## src/rtl/a2bus_drive_arbiter_if.sv

```systemverilog
// Bus-side signals of the Apple II data-bus drive arbiter: phase strobes,
// requester claims/data in, grant and transceiver controls out.
interface a2bus_drive_arbiter_if #(
  parameter int unsigned NUM_REQ = 4
) ();
  logic                   phi0_posedge_i;
  logic                   phi0_negedge_i;
  logic                   rw_n_i;
  logic [NUM_REQ-1:0]     req_i;
  logic [8*NUM_REQ-1:0]   req_data_i;
  logic [NUM_REQ-1:0]     grant_o;
  logic [7:0]             a2_d_o;
  logic                   a2_d_oe_o;
  logic                   conflict_o;
  logic [7:0]             conflict_count_o;

  modport master (
    output phi0_posedge_i, phi0_negedge_i, rw_n_i, req_i, req_data_i,
    input  grant_o, a2_d_o, a2_d_oe_o, conflict_o, conflict_count_o
  );

  modport slave (
    input  phi0_posedge_i, phi0_negedge_i, rw_n_i, req_i, req_data_i,
    output grant_o, a2_d_o, a2_d_oe_o, conflict_o, conflict_count_o
  );
endinterface

```

## src/rtl/a2bus_drive_arbiter.sv

```systemverilog
// Round-robin arbiter for the Apple II data-bus driver: grants one slot
// requester per CPU read cycle and sequences the output enable within Phi0.
module a2bus_drive_arbiter #(
  parameter int unsigned NUM_REQ  = 4,
  parameter int unsigned OE_DELAY = 3,
  parameter int unsigned OE_HOLD  = 2
) (
  input  logic                 clk_logic_i,
  input  logic                 system_reset_i,
  a2bus_drive_arbiter_if.slave bus
);
  localparam int unsigned PTR_W = $clog2(NUM_REQ);

  typedef enum logic [1:0] {IDLE, WAIT, DRIVE, HOLD} state_e;

  state_e             state_q;
  logic [3:0]         cnt_q;
  logic [PTR_W-1:0]   ptr_q;
  logic [NUM_REQ-1:0] grant_q;
  logic [7:0]         a2_d_q;
  logic               oe_q;
  logic               conflict_q;
  logic [7:0]         count_q;

  logic [2*NUM_REQ-1:0] rot;
  logic [NUM_REQ-1:0]   win_oh;
  logic [PTR_W-1:0]     win_next;
  logic [7:0]           win_data;
  logic [7:0]           sel_data;
  logic                 found;
  int unsigned          w;

  // Rotating the doubled claim vector by the pointer turns the wrap-around
  // search into a plain lowest-set-bit search.
  always_comb begin
    rot      = {bus.req_i, bus.req_i} >> ptr_q;
    found    = 1'b0;
    w        = 0;
    win_oh   = '0;
    win_next = '0;
    win_data = '0;
    for (int unsigned i = 0; i < NUM_REQ; i++) begin
      if (!found && rot[i]) begin
        found = 1'b1;
        w     = (32'(ptr_q) + i) % NUM_REQ;
      end
    end
    if (found) begin
      win_oh   = NUM_REQ'(1) << w;
      win_next = PTR_W'((w + 1) % NUM_REQ);
      win_data = 8'(bus.req_data_i >> (8 * w));
    end
  end

  always_comb begin
    sel_data = '0;
    for (int unsigned i = 0; i < NUM_REQ; i++) begin
      if (grant_q[i]) sel_data = sel_data | bus.req_data_i[8*i +: 8];
    end
  end

  always_ff @(posedge clk_logic_i) begin
    if (system_reset_i) begin
      state_q    <= IDLE;
      cnt_q      <= '0;
      ptr_q      <= '0;
      grant_q    <= '0;
      a2_d_q     <= '0;
      oe_q       <= 1'b0;
      conflict_q <= 1'b0;
      count_q    <= '0;
    end else begin
      conflict_q <= 1'b0;
      if (bus.phi0_posedge_i) begin
        if (bus.rw_n_i && (bus.req_i != '0)) begin
          grant_q <= win_oh;
          ptr_q   <= win_next;
          a2_d_q  <= win_data;
          cnt_q   <= 4'(OE_DELAY);
          if (OE_DELAY == 0) begin
            state_q <= DRIVE;
            oe_q    <= 1'b1;
          end else begin
            state_q <= WAIT;
            oe_q    <= 1'b0;
          end
          if ($countones(bus.req_i) > 1) begin
            conflict_q <= 1'b1;
            if (count_q != 8'hFF) count_q <= count_q + 8'd1;
          end
        end else begin
          state_q <= IDLE;
          grant_q <= '0;
          oe_q    <= 1'b0;
        end
      end else begin
        case (state_q)
          WAIT: begin
            a2_d_q <= sel_data;
            if (bus.phi0_negedge_i) begin
              state_q <= IDLE;
              grant_q <= '0;
            end else if (cnt_q == 4'd1) begin
              state_q <= DRIVE;
              oe_q    <= 1'b1;
            end else begin
              cnt_q <= cnt_q - 4'd1;
            end
          end
          DRIVE: begin
            a2_d_q <= sel_data;
            if (bus.phi0_negedge_i) begin
              if (OE_HOLD == 0) begin
                state_q <= IDLE;
                grant_q <= '0;
                oe_q    <= 1'b0;
              end else begin
                state_q <= HOLD;
                cnt_q   <= 4'(OE_HOLD);
              end
            end
          end
          HOLD: begin
            if (cnt_q == 4'd1) begin
              state_q <= IDLE;
              grant_q <= '0;
              oe_q    <= 1'b0;
            end else begin
              cnt_q <= cnt_q - 4'd1;
            end
          end
          default: ;
        endcase
      end
    end
  end

  assign bus.grant_o          = grant_q;
  assign bus.a2_d_o           = a2_d_q;
  assign bus.a2_d_oe_o        = oe_q;
  assign bus.conflict_o       = conflict_q;
  assign bus.conflict_count_o = count_q;
endmodule

```

## src/flat_wrapper.sv

```systemverilog
// flat-port wrapper written by rule: the top's interface ports become plain ports
module a2bus_drive_arbiter_flat 
#(
  parameter int unsigned NUM_REQ  = 4,
  parameter int unsigned OE_DELAY = 3,
  parameter int unsigned OE_HOLD  = 2
)
  (clk_logic_i, system_reset_i, bus_phi0_posedge_i, bus_phi0_negedge_i, bus_rw_n_i, bus_req_i, bus_req_data_i, bus_grant_o, bus_a2_d_o, bus_a2_d_oe_o, bus_conflict_o, bus_conflict_count_o);
  a2bus_drive_arbiter_if #(.NUM_REQ(NUM_REQ)) bus_i ();
  input  logic clk_logic_i;
  input  logic system_reset_i;
  input wire logic [$bits(bus_i.phi0_posedge_i)-1:0] bus_phi0_posedge_i;
  input wire logic [$bits(bus_i.phi0_negedge_i)-1:0] bus_phi0_negedge_i;
  input wire logic [$bits(bus_i.rw_n_i)-1:0] bus_rw_n_i;
  input wire logic [$bits(bus_i.req_i)-1:0] bus_req_i;
  input wire logic [$bits(bus_i.req_data_i)-1:0] bus_req_data_i;
  output wire logic [$bits(bus_i.grant_o)-1:0] bus_grant_o;
  output wire logic [$bits(bus_i.a2_d_o)-1:0] bus_a2_d_o;
  output wire logic [$bits(bus_i.a2_d_oe_o)-1:0] bus_a2_d_oe_o;
  output wire logic [$bits(bus_i.conflict_o)-1:0] bus_conflict_o;
  output wire logic [$bits(bus_i.conflict_count_o)-1:0] bus_conflict_count_o;
  assign bus_i.phi0_posedge_i = bus_phi0_posedge_i;
  assign bus_i.phi0_negedge_i = bus_phi0_negedge_i;
  assign bus_i.rw_n_i = bus_rw_n_i;
  assign bus_i.req_i = bus_req_i;
  assign bus_i.req_data_i = bus_req_data_i;
  assign bus_grant_o = bus_i.grant_o;
  assign bus_a2_d_o = bus_i.a2_d_o;
  assign bus_a2_d_oe_o = bus_i.a2_d_oe_o;
  assign bus_conflict_o = bus_i.conflict_o;
  assign bus_conflict_count_o = bus_i.conflict_count_o;
  a2bus_drive_arbiter #(.NUM_REQ(NUM_REQ), .OE_DELAY(OE_DELAY), .OE_HOLD(OE_HOLD)) u_core (.clk_logic_i(clk_logic_i), .system_reset_i(system_reset_i), .bus(bus_i));
endmodule
```

## config.mk

```make
export PLATFORM = sky130hd
export DESIGN_NAME = a2bus_drive_arbiter_flat
export DESIGN_NICKNAME = d
export VERILOG_FILES = /design/src/rtl/a2bus_drive_arbiter_if.sv /design/src/rtl/a2bus_drive_arbiter.sv /design/src/flat_wrapper.sv
export SDC_FILE = /design/constraint.sdc
export NUM_CORES = 1
export LEC_CHECK = 0
export CELL_PAD_IN_SITES_DETAIL_PLACEMENT = 1
export CELL_PAD_IN_SITES_GLOBAL_PLACEMENT = 1
export CORE_MARGIN = 10
export CORE_UTILIZATION = 30
export DETAILED_ROUTE_END_ITERATION = 7
export PLACE_DENSITY_LB_ADDON = 0.1
export SLEW_MARGIN = 25
export SYNTH_ARGS = -nofsm -noshare
export SYNTH_HDL_FRONTEND = slang
export SYNTH_SLANG_ARGS = --single-unit
```

## constraint.sdc

```tcl
create_clock -name clk_logic_i -period 2.35 [get_ports clk_logic_i]
set_input_delay 0.3525 -clock clk_logic_i [delete_from_list [all_inputs] [get_ports clk_logic_i]]
set_output_delay 0.3525 -clock clk_logic_i [all_outputs]
set_load 0.02 [all_outputs]
```

==> impl_results.md, run 1 <==
* Status: finished, final reports clean
* CTS root buf: clkbuf_8
* Worst hold start: u_core.bus.a2_d_o[3]
* Ant. Diodes at 0
* Startpoint Class: input port
* Clk pwr share at 41.6%
* Synth Instances at 230
* Max frequency at 439 MHz
* GP Congestion at 0.731
* Final period util at 96.8%
* Rel. slew slack at 50.0%
* WL/cell at 16.7 um
* Worst Tran Pin Value at 0.747 ns
* # DRC at 0
* Min-delay worst type: reg2reg
* Crit path from: bus_req_i[1]
* Clock slew at reported path FFs at 0.07 ns
* Number of buffers added on ports at 62
* VDD IR max at 0.273 mV
* Synth Register Bits at 30
* Synthesized area at 1890 um^2
* RR Startpoint: u_core.cnt_q[1]
* Overall routing resource usage at 13.1%
* Starting density of the core at 31.4%
* Seq/Total Area, Yosys at 31.8%
* Power Internal at 1.19 mW
* Clk Latency, worst-skew pair at 0.29 ns
* Initial antenna violation count at 0
* DR pass1 iterations at 4
* Area after DPL at 2730 um^2
* Number of distinct library cells after synthesis at 37
* Vias in the first global route at 2181
* Cell Rows at 28
* RSZ-0062 raised after global routing: false
* Most common cell in the netlist: a21oi_1
* Post-synth top cells: a21oi_1 (32), dfxtp_1 (30), nor2_1 (22)
* WL final at 6470 um
* TritonCTS Sinks at 30
* Routed vias/inst at 5.26
* Clock H-tree levels at 2
* Synth Net Count at 282
* Number of synthesized flops with an enable pin at 0
* Slew Viols, Final at 0
* Finished Layout Cells at 387
* Routed Antenna Nets at 0
* Top post-synthesis cells by area: dfxtp_1 (32%), mux2i_1 (9.5%), a21oi_1 (8.5%), ha_1 (6.6%), a22oi_1 (6.4%)
* Hold buffer count at CTS at 0
* Hpwl dp at 4960 um
* Switching pwr at 0.426 mW
* Via count at 2037
* Seq pwr share at 34.7%
* Design area at 2920 um^2
* CTS buffer count at 5
* Yosys warning total at 0
* Starting DRC count in detailed routing at 69
* Final setup viols at 0
* Class of the most critical setup path: in2reg
* Top cell type's share of synthesized area at 31.8%
* Die H at 99.4 um
* Max FO, Critical Path at 2
* Clock Tree Buf Depth at 2
* Leakage at 1.14 nW
* Final Hold Viols at 0
* Asr flop ratio synth at 0%
* Fillers at 720
* Inst Count DP at 378
* Layout cells sized above 1 at 14.4%
* Crit path required time at 2.58 ns
* GRT Residual Overflow at 0
* CP Data Arrival Time at 2.51 ns
* Post-synth top area cell: dfxtp_1
* Top_reg_cell synth: dfxtp_1
* Clock skew at 0.00722 ns
* Overall Power at 1.61 mW
* Cell Pwr Density at 552 nW/um^2
* Synth-to-Final Area Change at 54.4%
* Die area at 9880 um^2
* Crit. End Element: register
* First-pass GRT wire length at 10800 um
* Num ports at 63
* Core ar. at 6030 um^2
* Switching share of power at 26.4%
* Combinational Power Share at 23.7%
* Layout Nets at 363
* Max-capacitance violation count at 0
* Die W at 99.4 um
* Pin count of the biggest net entering global routing at 15
* Mean post-synth cell area at 8.22 um^2
* Final min period at 2.28 ns
* TritonCTS clock tree: yes
==> final timing paths <==
| path | end | slack, ns | cells past startpoint |
|---|---|---|---|
| setup / recovery | u_core.bus.conflict_count_o[5] | 0.07 | 9 |
| hold / removal | u_core.bus.a2_d_o[3] | 0.49 | 2 |
| setup reg to reg | u_core.cnt_q[0] | 0.60 | 8 |
| hold reg to reg | u_core.bus.a2_d_o[3] | 0.49 | 2 |
==> routing by layer <==
layer  global-route usage, %  vias to the layer above  share of wire (%)
li1                        -                     1010                  -
met3                    4.98                        7                6.4
met1                    15.7                      980                 45
met2                    21.1                       40                 47
met5                       0                        -                  0
met4                    4.08                        0                1.5
==> kinds of logic (layout without fill, tap and decap cells) <==
group | Yosys count | count (layout) | synth area share [%]
simple gates | 60 | 60 | 15.6
compound gates | 79 | 79 | 27.0
fa+ha+maj | 11 | 11 | 7.68
mux | 18 | 18 | 9.53
buf+inv | 25 | 107 | 5.23
flops | 30 | 30 | 31.8
xor+xnor | 7 | 7 | 3.24
==> sequential cells by signal, indices dropped and copies added (netlist names) <==
| signal | cells |
|---|---|
| u_core.bus.conflict_count_o | 8 |
| u_core.ptr_q | 2 |
| u_core.bus.conflict_o | 1 |
| u_core.cnt_q | 4 |
| u_core.bus.grant_o | 4 |
| u_core.bus.a2_d_o | 8 |
| u_core.state_q | 2 |
| u_core.bus.a2_d_oe_o | 1 |
==> metrics by stage <==
stage               worst slack (ns)  utilization [%]  hold WS [ns]  setup TNS (ns)
detailed placement            -0.628             45.3         0.470           -4.42
finish                        0.0743             48.4         0.488               0
CTS                            0.104             48.2         0.495               0
global placement              -0.571             45.2         0.461           -5.82
global route                 0.00536             48.4         0.524               0
floorplan                     0.0247                -         0.457               0
==> power groups by stage <==
stage	clock network [mW]	logic [mW]	registers (mW)
6_report	0.670	0.382	0.560
5_1_grt	0.706	0.426	0.563
4_1_cts	0.684	0.385	0.561
3_5_place_dp	0	0.379	0.572
3_3_place_gp	0	0.374	0.571
2_1_floorplan	0	0.185	0.578
==> timing repair <==
action                     4_1_cts  5_1_grt
setup buffers                    1        0
resized for setup               11       11
hold endpoints to repair         0        0
gates cloned                     0        0
setup endpoints to repair        8        4
pin swaps                        4        4
==> layout by cell type, fill, tap and decap left out, types with 2 or more instances in the layout <==
cell / synthesis / final
buf_4: 0 / 23
nand2_1: 16 / 16
clkdlybuf4s15_1: 0 / 3
ha_1: 10 / 10
nand3_1: 2 / 2
o22ai_1: 2 / 2
dfxtp_1: 30 / 30
and3_4: 2 / 2
xnor2_1: 3 / 3
clkdlybuf4s50_1: 0 / 58
o21ai_0: 7 / 6
nand4bb_1: 2 / 2
bufinv_16: 0 / 2
xor2_1: 4 / 4
clkbuf_8: 0 / 6
nor3_1: 5 / 3
a21oi_1: 32 / 31
mux2i_1: 18 / 18
a211o_1: 2 / 2
nor2_1: 22 / 21
inv_1: 14 / 11
nor4_1: 3 / 3
a22oi_1: 16 / 16
o221ai_1: 8 / 8
inv_2: 0 / 3
nor3_2: 0 / 2
a211oi_1: 3 / 3
a32oi_1: 2 / 2
nand2b_1: 2 / 2
==> worst max-delay path: stages <==
cell             delay [ns]
clkdlybuf4s15_1        0.20
inv_2                  0.05
ha_1                   0.26
and2_4                 0.16
fa_1                   0.49
o2111ai_2              0.17
a211o_1                0.33
or3_4                  0.38
a21oi_2                0.11
==> area by class of cell <==
class / instances / area [um^2] / area share (%)
Multi-Input combinational cell: 175 / 1240 / 42.5
Timing Repair Buffer: 85 / 788 / 27.0
Sequential cell: 30 / 601 / 20.6
Tap cell: 75 / 93.8 / 3.21
Clock buffer: 6 / 82.6 / 2.83
Clock inverter: 2 / 60.1 / 2.06
Inverter: 14 / 52.6 / 1.80
No activity file was read; power rests on OpenSTA's default activity.
==> run 2: changes to the inputs <==
--- a/config.mk
+++ b/config.mk
@@ -10,3 +10,3 @@
 export CORE_MARGIN = 10
-export CORE_UTILIZATION = 30
+export CORE_UTILIZATION = 33
 export DETAILED_ROUTE_END_ITERATION = 7
==> constraint.sdc (replaced) <==
create_clock -name clk_logic_i -period 2.15 [get_ports clk_logic_i]
set_input_delay 0.215 -clock clk_logic_i [delete_from_list [all_inputs] [get_ports clk_logic_i]]
set_output_delay 0.215 -clock clk_logic_i [all_outputs]
set_load 0.02 [all_outputs]
==> impl_results.md, run 2 (synthesis gave the netlist of run 1 again) <==
* Status: finished, final reports clean
* Most frequent cells in the layout: clkdlybuf4s50_1 (58), a21oi_1 (31), dfxtp_1 (30), buf_4 (26), nor2_1 (22)
* Final min period at 2.06 ns
* Die H at 95.7 um
* Via count at 2087
* Starting DRC count in detailed routing at 68
* Clk Latency, worst-skew pair at 0.29 ns
* Startpoint Class: input port
* Num ports at 63
* Inst Count DP at 375
* Cell Rows at 27
* Final Hold Viols at 0
* Hold buffer count at CTS at 0
* VDD IR max at 0.553 mV
* RSZ-0062 raised after global routing: false
* Routed vias/inst at 5.38
* Seq pwr share at 37.5%
* Cell Pwr Density at 565 nW/um^2
* Clock slew at reported path FFs at 0.07 ns
* Core ar. at 5540 um^2
* Most common cell after layout, fill and taps aside: clkdlybuf4s50_1
* Clock H-tree levels at 2
* Number of buffers added on ports at 62
* Finished Layout Cells at 388
* Layout Nets at 367
* Vias in the first global route at 2162
* WL final at 6920 um
* Overall routing resource usage at 14.7%
* First-pass GRT wire length at 10700 um
* TritonCTS clock tree: yes
* Slowest cell on the critical path: fa_1
* Die area at 9160 um^2
* Initial antenna violation count at 0
* Slew Viols, Final at 0
* Pin count of the biggest net entering global routing at 25
* GP Congestion at 0.811
* Synth-to-Final Area Change at 53.5%
* Routed Antenna Nets at 0
* Hold Path Depth at 2
* Starting density of the core at 34.1%
* Max-capacitance violation count at 0
* Switching pwr at 0.480 mW
* Rel. slew slack at 51.8%
* Combinational Power Share at 26.8%
* Worst Tran Pin Value at 0.719 ns
* CP max stage delay at 0.49 ns
* Final period util at 96.0%
* TritonCTS Sinks at 30
* Class of the most critical setup path: in2reg
* Worst path cell trace: buf_2 -> inv_2 -> ha_1 -> and2_4 -> fa_1 -> o2111ai_2 -> buf_4 -> a31oi_1 -> buf_4 -> mux2i_1 -> nor2_1
* Clk pwr share at 35.7%
* R2R depth at 8
* WL/cell at 17.8 um
* GRT Residual Overflow at 0
* Clock skew at 0.0128 ns
* Max FO, Critical Path at 3
* Hold WS at 0.492 ns
* Die W at 95.7 um
* CTS root buf: clkbuf_8
* CTS buffer count at 5
* Most repeated library cell on the critical path: buf_4
* # DRC at 0
* Overall Power at 1.64 mW
* Layout cells sized above 1 at 16.1%
* Post-layout util at 52.4%
* Switching share of power at 29.3%
* CP Data Arrival Time at 2.23 ns
* Crit. End Element: register
* Max frequency at 484 MHz
* Leakage at 1.14 nW
* Min-delay worst type: reg2reg
* Crit path required time at 2.31 ns
* Power Internal at 1.16 mW
* Fin Setup TNS at 0 ns
* Clock Tree Buf Depth at 2
* Hpwl dp at 5150 um
* Final setup viols at 0
* DR pass1 iterations at 4
* Ant. Diodes at 0
[run 2: changes by cell type in the layout (fill, tap and decap cells not counted), sizes merged]
cell,delta
clkdlybuf4s15,-3
bufinv,-1
buf,+8
clkbuf,-2
clkinvlp,+2
[run 2: power groups by stage]
| stage | Sequential (mW) | Combinational (mW) | Clock [mW] |
|---|---|---|---|
| 2_1_floorplan | 0.631 | 0.203 | 0 |
| 3_3_place_gp | 0.625 | 0.413 | 0 |
| 3_5_place_dp | 0.627 | 0.423 | 0 |
| 4_1_cts | 0.614 | 0.437 | 0.596 |
| 5_1_grt | 0.620 | 0.480 | 0.618 |
| 6_report | 0.615 | 0.440 | 0.585 |
[run 2: layout make-up]
type	instances	area (um^2)
clock buffer	5	68.8
clock inverter	3	45.0
fill	680	2640
inverter	14	52.6
multi-input combinational	175	1230
sequential	30	601
tap	72	90.1
timing repair buffer	89	816
[run 2: path summary, 6_finish.rpt]
check	slack [ns]	to	from
worst max register to register	0.33	u_core.bus.a2_d_o[2]	u_core.state_q[0]
worst max-delay path	0.09	u_core.bus.conflict_count_o[1]	bus_req_i[1]
worst min-delay path	0.49	u_core.bus.a2_d_o[1]	u_core.bus.a2_d_o[1]
worst min register to register	0.49	u_core.bus.a2_d_o[1]	u_core.bus.a2_d_o[1]
[run 2: worst max-delay path, delay by kind of cell]
family / cells / cell delay, ns
adder cells (fa/ha/maj): 2 / 0.77
buffers and inverters: 4 / 0.48
AO/OA/AOI/OAI: 2 / 0.33
AND/OR/NAND/NOR: 2 / 0.23
multiplexers: 1 / 0.20
[run 2: stage by stage]
| step | worst slack (ns) | instance area [um^2] |
|---|---|---|
| finish | 0.0859 | 2900 |
| global route | 0.0206 | 2900 |
| CTS | 0.00161 | 2890 |
| detailed placement | -0.666 | 2740 |
| global placement | -0.592 | 2730 |
| floorplan | 0.00486 | 1890 |
[run 2: layer usage]
metal,part of all wire [%],track usage (%),vias up,wire length (um)
met5,0,0,-,0
met2,50,24.9,39,3430
met3,4.6,4.36,5,316
met4,0.77,3.81,0,53
li1,-,-,1019,-
met1,45,17.6,1024,3120
[run 2: what timing repair did]
action	CTS	global route
pin swaps	4	7
resized for setup	17	8
setup buffers	2	3
endpoints found under the setup margin	8	6
==> run 3: changes to the inputs <==
Settings changed: PLACE_DENSITY from default to 0.81, PLACE_DENSITY_LB_ADDON 0.1 to default.
==> impl_results.md, run 3 (synthesis gave the netlist of run 1 again) <==
* Worst Tran Pin Value at 0.696 ns
* Fillers at 670
* Startpoint Class: input port
* Met1 Use GR at 17.0%
* Final Hold Viols at 0
* Number of buffers added on ports at 62
* Crit path depth at 12
* Slowest cell on the critical path: fa_1
* Num ports at 63
* First-pass GRT wire length at 10500 um
* GRT Residual Overflow at 0
* TritonCTS clock tree: yes
* Max frequency at 492 MHz
* Clock skew at 0.00487 ns
* Max FO, Critical Path at 3
* Starting density of the core at 34.1%
* Most common cell after layout, fill and taps aside: clkdlybuf4s50_1
* Final period util at 94.6%
* Busiest metal layer after global routing: met2
* Crit. End Element: register
* Most frequent cells in the layout: clkdlybuf4s50_1 (58), a21oi_1 (31), dfxtp_1 (30), buf_4 (25), nor2_1 (22)
* Finished Layout Cells at 387
* GR Util met2 at 24.0%
* Cell Rows at 27
* Hold buffer count at CTS at 0
* Layout cells sized above 1 at 16.2%
* Overall routing resource usage at 14.2%
* Via count at 2069
* TritonCTS Sinks at 30
* CTS buffer count at 5
* Slew Viols, Final at 0
* Pin count of the biggest net entering global routing at 25
* Register area at 601 um^2
* Die W at 95.7 um
* Clk Latency, worst-skew pair at 0.29 ns
* Crit path required time at 2.32 ns
* CTS root buf: clkbuf_8
* Hold Path Depth at 2
* Most repeated library cell on the critical path: buf_4
* Starting DRC count in detailed routing at 87
* Layout Nets at 366
* Status: finished, final reports clean
* R2R depth at 8
* Clock Tree Buf Depth at 2
* CP max stage delay at 0.49 ns
* Worst path cell trace: clkdlybuf4s15_1 -> inv_2 -> ha_4 -> and2_4 -> fa_1 -> o2111ai_2 -> buf_4 -> a31oi_1 -> buf_4 -> nand2_2 -> xor2_1 -> nor2_1
* Final setup viols at 0
* Cell Pwr Density at 529 nW/um^2
* Final min period at 2.03 ns
* WL/cell at 17.6 um
* Ant. Diodes at 0
* Routed vias/inst at 5.35
* VDD IR max at 0.292 mV
* Inst Count DP at 376
* Vias in the first global route at 2124
* Buf/Inv on CP at 4
* Class of the most critical setup path: in2reg
* Die area at 9160 um^2
* Multi-input combinational cell area at 1250 um^2
* Max-capacitance violation count at 0
* Synth-to-Final Area Change at 53.2%
* WL final at 6800 um
* DR pass1 iterations at 4
* Met3 Usage GRT at 4.20%
* Min-delay worst type: reg2reg
* Rel. slew slack at 53.4%
* GP Congestion at 0.838
* CP Data Arrival Time at 2.21 ns
* # DRC at 0
* Top delay family on crit path: adder cells
* Routed Antenna Nets at 0
* Die H at 95.7 um
* Hpwl dp at 5110 um
* Core ar. at 5540 um^2
* Clock H-tree levels at 2
* Clock slew at reported path FFs at 0.07 ns
* Initial antenna violation count at 0
* Fin Setup TNS at 0 ns
* Leakage at 1.13 nW
-- run 3: final timing paths --
path	from	to	slack [ns]
worst max-delay path	bus_req_i[2]	u_core.bus.conflict_count_o[2]	0.12
worst min register to register	u_core.bus.a2_d_o[7]	u_core.bus.a2_d_o[7]	0.50
worst min-delay path	u_core.bus.a2_d_o[7]	u_core.bus.a2_d_o[7]	0.50
worst max register to register	u_core.cnt_q[1]	u_core.cnt_q[0]	0.39
-- run 3: routing by layer --
metal  vias up  routed length [um]
met1      1003                2980
met2        41                3400
met3         7                 324
li1       1018                   -
met4         0                  91
met5         -                   0
-- run 3: repair_timing --
item | CTS | global route
gates resized for setup | 12 | 12
cloned | 0 | 0
setup endpoints to repair | 8 | 8
setup buffers | 1 | 2
pin swaps | 5 | 5
-- run 3: worst register-to-register path: cells and delay by family (launching register included) --
family | cells | cell delay (ns)
AOI/OAI and AO/OA | 4 | 0.65
DFF | 1 | 0.38
and+or+nand+nor | 1 | 0.16
adders and majority gates | 1 | 0.19
buffers and inverters | 2 | 0.25
-- run 3: per-stage QoR --
step	setup WS [ns]	utilization, %	total power [mW]	area, um^2	hold WS, ns
2_1_floorplan	0.00486	-	0.834	1890	0.398
3_3_place_gp	-0.590	49.5	1.04	2740	0.459
3_5_place_dp	-0.655	49.5	1.05	2750	0.482
4_1_cts	0.00516	51.6	1.54	2860	0.497
5_1_grt	-0.0100	52.3	1.61	2900	0.529
6_report	0.116	52.3	1.53	2900	0.497
-- run 3: final cells by class --
cell class,count,area share (%)
Multi-Input combinational cell,175,43.1
Inverter,14,1.81
Timing Repair Buffer,88,28.1
Clock inverter,1,0.173
Sequential cell,30,20.7
Tap cell,72,3.11
Clock buffer,7,2.98
-- run 3: power breakdown --
| part | leakage, nW | total (mW) | switching, mW | internal [mW] |
|---|---|---|---|---|
| combinational | 0.839 | 0.438 | 0.209 | 0.229 |
| sequential | 0.244 | 0.613 | 0.0294 | 0.584 |
| clock | 0.0482 | 0.482 | 0.224 | 0.258 |
